--- src/rtl/mem_arbiter.sv ---
// mem_arbiter: shares the single-port 256 x 24-bit data memory between two requesters.
// Fixed priority (port 0) by default; define MEM_ARB_RR_EN for round-robin arbitration.
module mem_arbiter #(
  parameter int DW  = 24,
  parameter int AW  = 8,
  parameter int MAW = 24
) (
  input  logic           clk,
  input  logic           rst_n,
  input  logic           m0_req,
  input  logic           m0_we,
  input  logic [AW-1:0]  m0_addr,
  input  logic [DW-1:0]  m0_wdata,
  output logic           m0_gnt,
  output logic           m0_rvalid,
  output logic [DW-1:0]  m0_rdata,
  input  logic           m1_req,
  input  logic           m1_we,
  input  logic [AW-1:0]  m1_addr,
  input  logic [DW-1:0]  m1_wdata,
  output logic           m1_gnt,
  output logic           m1_rvalid,
  output logic [DW-1:0]  m1_rdata,
  output logic [MAW-1:0] mem_addr,
  output logic [DW-1:0]  mem_din,
  output logic           mem_we,
  input  logic [DW-1:0]  mem_dout
);

  typedef enum logic [0:0] {IDLE = 1'b0, BUSY = 1'b1} state_t;

  state_t         state_r;
  logic           owner_r;
  logic           cmd_we_r;
  logic [AW-1:0]  cmd_addr_r;
  logic [DW-1:0]  cmd_wdata_r;
  logic           mem_we_r;
  logic [MAW-1:0] mem_addr_r;
  logic [DW-1:0]  mem_din_r;

  logic           win_s;
  logic           win_we_s;
  logic [AW-1:0]  win_addr_s;
  logic [DW-1:0]  win_wdata_s;
  logic [MAW-1:0] win_maddr_s;

`ifdef MEM_ARB_RR_EN
  logic last_owner_r;

  // Round-robin pick: on conflict the port that was not granted last wins
  always_comb begin
    if (m0_req && m1_req) begin
      win_s = ~last_owner_r;
    end else if (m0_req) begin
      win_s = 1'b0;
    end else begin
      win_s = 1'b1;
    end
  end

  // Remember the most recent grant owner
  always_ff @(posedge clk) begin
    if (!rst_n) begin
      last_owner_r <= 1'b1;
    end else if ((state_r == IDLE) && (m0_req || m1_req)) begin
      last_owner_r <= win_s;
    end else begin
      last_owner_r <= last_owner_r;
    end
  end
`else
  // Fixed priority pick: port 0 always wins
  always_comb begin
    if (m0_req) begin
      win_s = 1'b0;
    end else begin
      win_s = 1'b1;
    end
  end
`endif

  // Select the winner's command fields and zero-extend its address
  always_comb begin
    win_maddr_s = {MAW{1'b0}};
    if (win_s) begin
      win_we_s    = m1_we;
      win_addr_s  = m1_addr;
      win_wdata_s = m1_wdata;
    end else begin
      win_we_s    = m0_we;
      win_addr_s  = m0_addr;
      win_wdata_s = m0_wdata;
    end
    win_maddr_s[AW-1:0] = win_addr_s;
  end

  // Arbitration FSM with registered grant, memory drive and read return
  always_ff @(posedge clk) begin
    if (!rst_n) begin
      state_r     <= IDLE;
      owner_r     <= 1'b0;
      cmd_we_r    <= 1'b0;
      cmd_addr_r  <= {AW{1'b0}};
      cmd_wdata_r <= {DW{1'b0}};
      mem_we_r    <= 1'b0;
      mem_addr_r  <= {MAW{1'b0}};
      mem_din_r   <= {DW{1'b0}};
      m0_gnt      <= 1'b0;
      m1_gnt      <= 1'b0;
      m0_rvalid   <= 1'b0;
      m1_rvalid   <= 1'b0;
      m0_rdata    <= {DW{1'b0}};
      m1_rdata    <= {DW{1'b0}};
    end else begin
      case (state_r)
        IDLE: begin
          m0_rvalid <= 1'b0;
          m1_rvalid <= 1'b0;
          if (m0_req || m1_req) begin
            state_r     <= BUSY;
            owner_r     <= win_s;
            cmd_we_r    <= win_we_s;
            cmd_addr_r  <= win_addr_s;
            cmd_wdata_r <= win_wdata_s;
            mem_we_r    <= win_we_s;
            mem_addr_r  <= win_maddr_s;
            mem_din_r   <= win_wdata_s;
            m0_gnt      <= ~win_s;
            m1_gnt      <= win_s;
          end else begin
            state_r <= IDLE;
            m0_gnt  <= 1'b0;
            m1_gnt  <= 1'b0;
          end
        end
        BUSY: begin
          state_r    <= IDLE;
          m0_gnt     <= 1'b0;
          m1_gnt     <= 1'b0;
          mem_we_r   <= 1'b0;
          mem_addr_r <= {MAW{1'b0}};
          mem_din_r  <= {DW{1'b0}};
          // Reads capture memory data at the closing edge; writes commit in memory
          if (!cmd_we_r && owner_r) begin
            m1_rdata  <= mem_dout;
            m1_rvalid <= 1'b1;
          end else if (!cmd_we_r) begin
            m0_rdata  <= mem_dout;
            m0_rvalid <= 1'b1;
          end else begin
            m0_rvalid <= 1'b0;
            m1_rvalid <= 1'b0;
          end
        end
        default: begin
          state_r  <= IDLE;
          m0_gnt   <= 1'b0;
          m1_gnt   <= 1'b0;
          mem_we_r <= 1'b0;
        end
      endcase
    end
  end

  assign mem_addr = mem_addr_r;
  assign mem_din  = mem_din_r;
  // Reset landing in the BUSY cycle must block the write from committing
  assign mem_we   = mem_we_r & rst_n;

endmodule

--- config.mk ---
export PLATFORM = sky130hd
export DESIGN_NAME = mem_arbiter
export DESIGN_NICKNAME = d
export VERILOG_FILES = /design/src/rtl/mem_arbiter.sv
export SDC_FILE = /design/constraint.sdc
export NUM_CORES = 1
export LEC_CHECK = 0
export BUFFER_PORTS_ARGS = -buffer_cell sky130_fd_sc_hd__buf_4
export CELL_PAD_IN_SITES_DETAIL_PLACEMENT = 0
export CELL_PAD_IN_SITES_GLOBAL_PLACEMENT = 1
export CORE_ASPECT_RATIO = 0.7
export CORE_UTILIZATION = 30
export DETAILED_ROUTE_END_ITERATION = 8
export PLACE_DENSITY = 0.76
export SYNTH_ARGS = -nofsm -noshare
export SYNTH_HDL_FRONTEND = slang
export SYNTH_SLANG_ARGS = --single-unit
export TNS_END_PERCENT = 5
--- constraint.sdc ---
create_clock -name clk -period 3.5 [get_ports clk]
set_input_delay 0.7 -clock clk [delete_from_list [all_inputs] [get_ports clk]]
set_output_delay 0.7 -clock clk [all_outputs]
set_load 0.01 [all_outputs]
== Word-level counts from Yosys, hierarchy flattened ==
Cells that the tools add are included.

* Flip-flop bits (word level): 104
* Output and inout port bits: 101

* Eq/ne operators: 3
* Mux-type cells: 22
* Bitwise operators: 4
* Reductions and logical operators: 6

{| class="wikitable"
|+ Operators by type and width
! operator !! number
|-
| $pmux W24 S2 || 2
|-
| $mux W24 || 3
|-
| $pmux W1 S2 || 6
|-
| $mux W1 || 10
|-
| $mux W8 || 1
|-
| $ne A2 B2 Y1 const B || 2
|-
| $reduce_and A2 Y1 || 2
|-
| $ne A3 B1 Y1 const B || 1
|-
| $not A1 Y1 || 3
|-
| $reduce_and A3 Y1 || 1
|-
| $and A1 B1 Y1 || 1
|-
| $logic_and A1 B1 Y1 || 1
|-
| $logic_not A1 Y1 || 1
|-
| $logic_or A1 B1 Y1 || 1
|}

== Longest topological paths before layout ==
* Depth in word-level cells: 4
* Mapped depth: 6

== Worst setup path after synthesis ==
No wires, ideal clock.

* Path type: input to output
* Start point: input port rst_n
* End point: output port mem_we
* Arrival time: 1039 ps
* Data required time: 2800 ps
* Setup slack: 1761 ps
* Stages on the path: 2
* Path buffers: 1
* Path through: buf_2 > and2_1

* Word-level cells in the longest chain between the ends: 1

{| class="wikitable"
|+ Ends and longest elaborated chain
! item !! line !! source
|-
| from (decl) || 9 || <nowiki>input logic rst_n,</nowiki>
|-
| $and A1 B1 Y1 || 168 || <nowiki>assign mem_we = mem_we_r & rst_n;</nowiki>
|-
| to (decl) || 26 || <nowiki>output logic mem_we,</nowiki>
|}

Every way passes these cells.

== Worst setup path after layout ==
Ends and elaborated chain as after synthesis.

==> flow_metrics.tcl <==
set metrics [dict create \
    reg2reg_from "state_r" \
    cts_buffers 9 \
    worstMarginPinSlew_ps 1060 \
    first_global_vias 2974 \
    cts_resized 0 \
    ant_nets 0 \
    cts_hold_buf 0 \
    yosys_warnings 0 \
    critPathLaunchType "primary input" \
    insertion_delay_ps 330 \
    rrSetupSlack_ps 1590 \
    hpwl_um 6870 \
    fin_skew_ps 5.20 \
    grt.total_usage 0.156 \
    cp.arrival_ps 1420 \
    setup_tns_ps 0 \
    synthesis.area_um2 3550 \
    crit_type "in -> out" \
    via_per_inst 4.40 \
    placement_rows 32 \
    pin_count 195 \
    ys.flop_type "dfxtp_1" \
    die_x_um 132 \
    synth_compound_area_frac 0.155 \
    period_share 0.606 \
    postCtsSetupRepairBufs 0 \
    rsz0062_at_grt "no" \
    cts_root_buffer "clkbuf_16" \
    synth_top_family_by_area "simple AND/OR/NAND/NOR gates" \
    grt.overflow.total 0 \
    wire_per_inst_um 13.1 \
    hold_viol 0 \
    grt_max_degree 56 \
    outcome "finished, final reports clean" \
    crit_fanout 55 \
    hold_class "reg -> reg" \
    crit_path_start "rst_n" \
    p_leak_nw 2.36 \
    async_flop_share 0 \
    powerDensity_nw_per_um2 465 \
    fin_hold_ws_ps 446 \
    initial_core_util 0.316 \
    required_ps 2800 \
    finalSetupViolCount 0 \
    routed_wl_um 9470 \
    antennaDiodeCount 0 \
    grt_pass1_wl_um 14800 \
    num_vias 3184 \
    ir_drop_uv 199 \
    worstHoldStart "m0_rvalid" \
    synth_fa_ha_area_frac 0 \
    numPortBuffers 178 \
    core-area_um2 11300 \
    clock-sinks 88 \
    synthMuxAreaShare 0.0902 \
    drt_first_iter_violations 135 \
    yosys_register_bits 88 \
    avgSynthCellArea_um2 8.83 \
    drv_cap 0 \
    cts_tree "built" \
    max_freq_mhz 471 \
    antenna_found_initial 0 \
    slew_headroom 0.293 \
    dr.pass1.iters 4 \
    synth_xor_area_frac 0 \
    postLayoutCoreUtil 0.462 \
    dieArea_um2 12300 \
    synthSimpleGateAreaFrac 0.177 \
    htree_levels 3 \
    dieHeight_um 93.0 \
    synth_edf_count 0 \
    netlist_instances 402 \
    finalMaxSlewViolations 0 \
    syn_to_final_growth_pct 46.4 \
    ys_types 28 \
    drc 0 \
    end_kind "output pin" \
    seq_area_frac_synth 0.496 \
    gp_routability_congestion 0.738 \
    clockBufferDepth 2 \
    final_nets 659 \
    clk_pin_slew_ps 60 \
    drive_above_1_share 0.347 \
    layout_min_cycle_time_ps 2120 \
]
==> sequential cells by signal, indices dropped and copies added (netlist names) <==
| signal | flops |
|---|---|
| mem_addr | 8 |
| mem_we_r | 1 |
| m1_rdata | 24 |
| state_r | 1 |
| m0_rdata | 24 |
| m1_rvalid | 1 |
| m1_gnt | 1 |
| m0_rvalid | 1 |
| owner_r | 1 |
| mem_din | 24 |
| cmd_we_r | 1 |
| m0_gnt | 1 |
==> through the flow <==
step                      instance area, um2  power, mW  std cells  setup slack (ps)
final                                   5200       2.42        723              1380
after global routing                    5200       2.52        723              1310
after CTS                               5200       2.45        723              1360
after detailed placement                4880       1.45        707              1360
after global placement                  4880       1.44        707              1370
after floorplan                         3610       1.27        417              1760
==> placed cells by master (no fill, tap or decap), types with 4 or more instances in the layout <==
| cell type | Yosys | routed |
|---|---|---|
| buf_4 | 20 | 180 |
| nand2_1 | 132 | 132 |
| dfxtp_1 | 88 | 88 |
| mux2i_1 | 32 | 32 |
| o21ai_0 | 28 | 28 |
| a21boi_1 | 25 | 25 |
| a21boi_0 | 23 | 23 |
| conb_1 | 1 | 16 |
| clkbuf_16 | 0 | 9 |
| nor2_1 | 5 | 5 |
| o21ai_1 | 5 | 5 |
| inv_1 | 4 | 4 |
==> worst max-delay path, cell delays in order <==
cell	delay (ps)
buf_4	370
and2_1	220
buf_4	120
==> logic make-up after synthesis <==
kind of cell    after synthesis
mux                          32
simple gates                149
buf+inv                      47
flops                        88
compound gates               85
other cells                   1
==> cell type report <==
cell class | count | area (um2)
multi-input cells | 282 | 1560
fillers | 1146 | 6050
clock inverters | 4 | 51.3
flip-flops and latches | 88 | 1760
clock buffers | 12 | 267
repair buffers | 180 | 1350
well taps | 153 | 191
inverters | 4 | 15.0
==> routing by layer <==
metal / wire length, um / vias to the layer above / share of wire / global-route usage
li1: - / 1612 / - / -
met1: 4260 / 1421 / 0.45 / 0.188
met2: 4280 / 141 / 0.45 / 0.257
met3: 836 / 10 / 0.088 / 0.0596
met4: 99 / 0 / 0.010 / 0.0523
met5: 0 / - / 0 / 0
==> synth_stat cells, types with 2 or more instances <==
library cell  count  area, um2
buf_2            13       65.1
nor2_1            5       18.8
a21boi_0         23        173
clkbuf_1          7       26.3
o21ai_1           5       25.0
nand3b_1          3       22.5
buf_6             2       22.5
inv_1             4       15.0
o21ai_0          28        140
nand2_1         132        495
a21oi_1           2       10.0
mux2i_1          32        320
a21boi_1         25        188
dfxtp_1          88       1760
buf_4            20        150
==> final timing paths <==
check,to,depth (start not counted)
worst max-delay path,mem_we,3
worst min-delay path,m0_rvalid,2
worst max register to register,m0_rdata[21],3
worst min register to register,m0_rvalid,2
==> report_power, final <==
| group | leakage [nW] | switching [mW] | total (mW) | internal, mW |
|---|---|---|---|---|
| clock network | 0.155 | 0.384 | 0.995 | 0.611 |
| registers | 0.719 | 0.0333 | 1.09 | 1.06 |
| logic | 1.48 | 0.155 | 0.333 | 0.177 |
| total | 2.36 | 0.572 | 2.42 | 1.84 |
(Power assumes the default switching activity.)
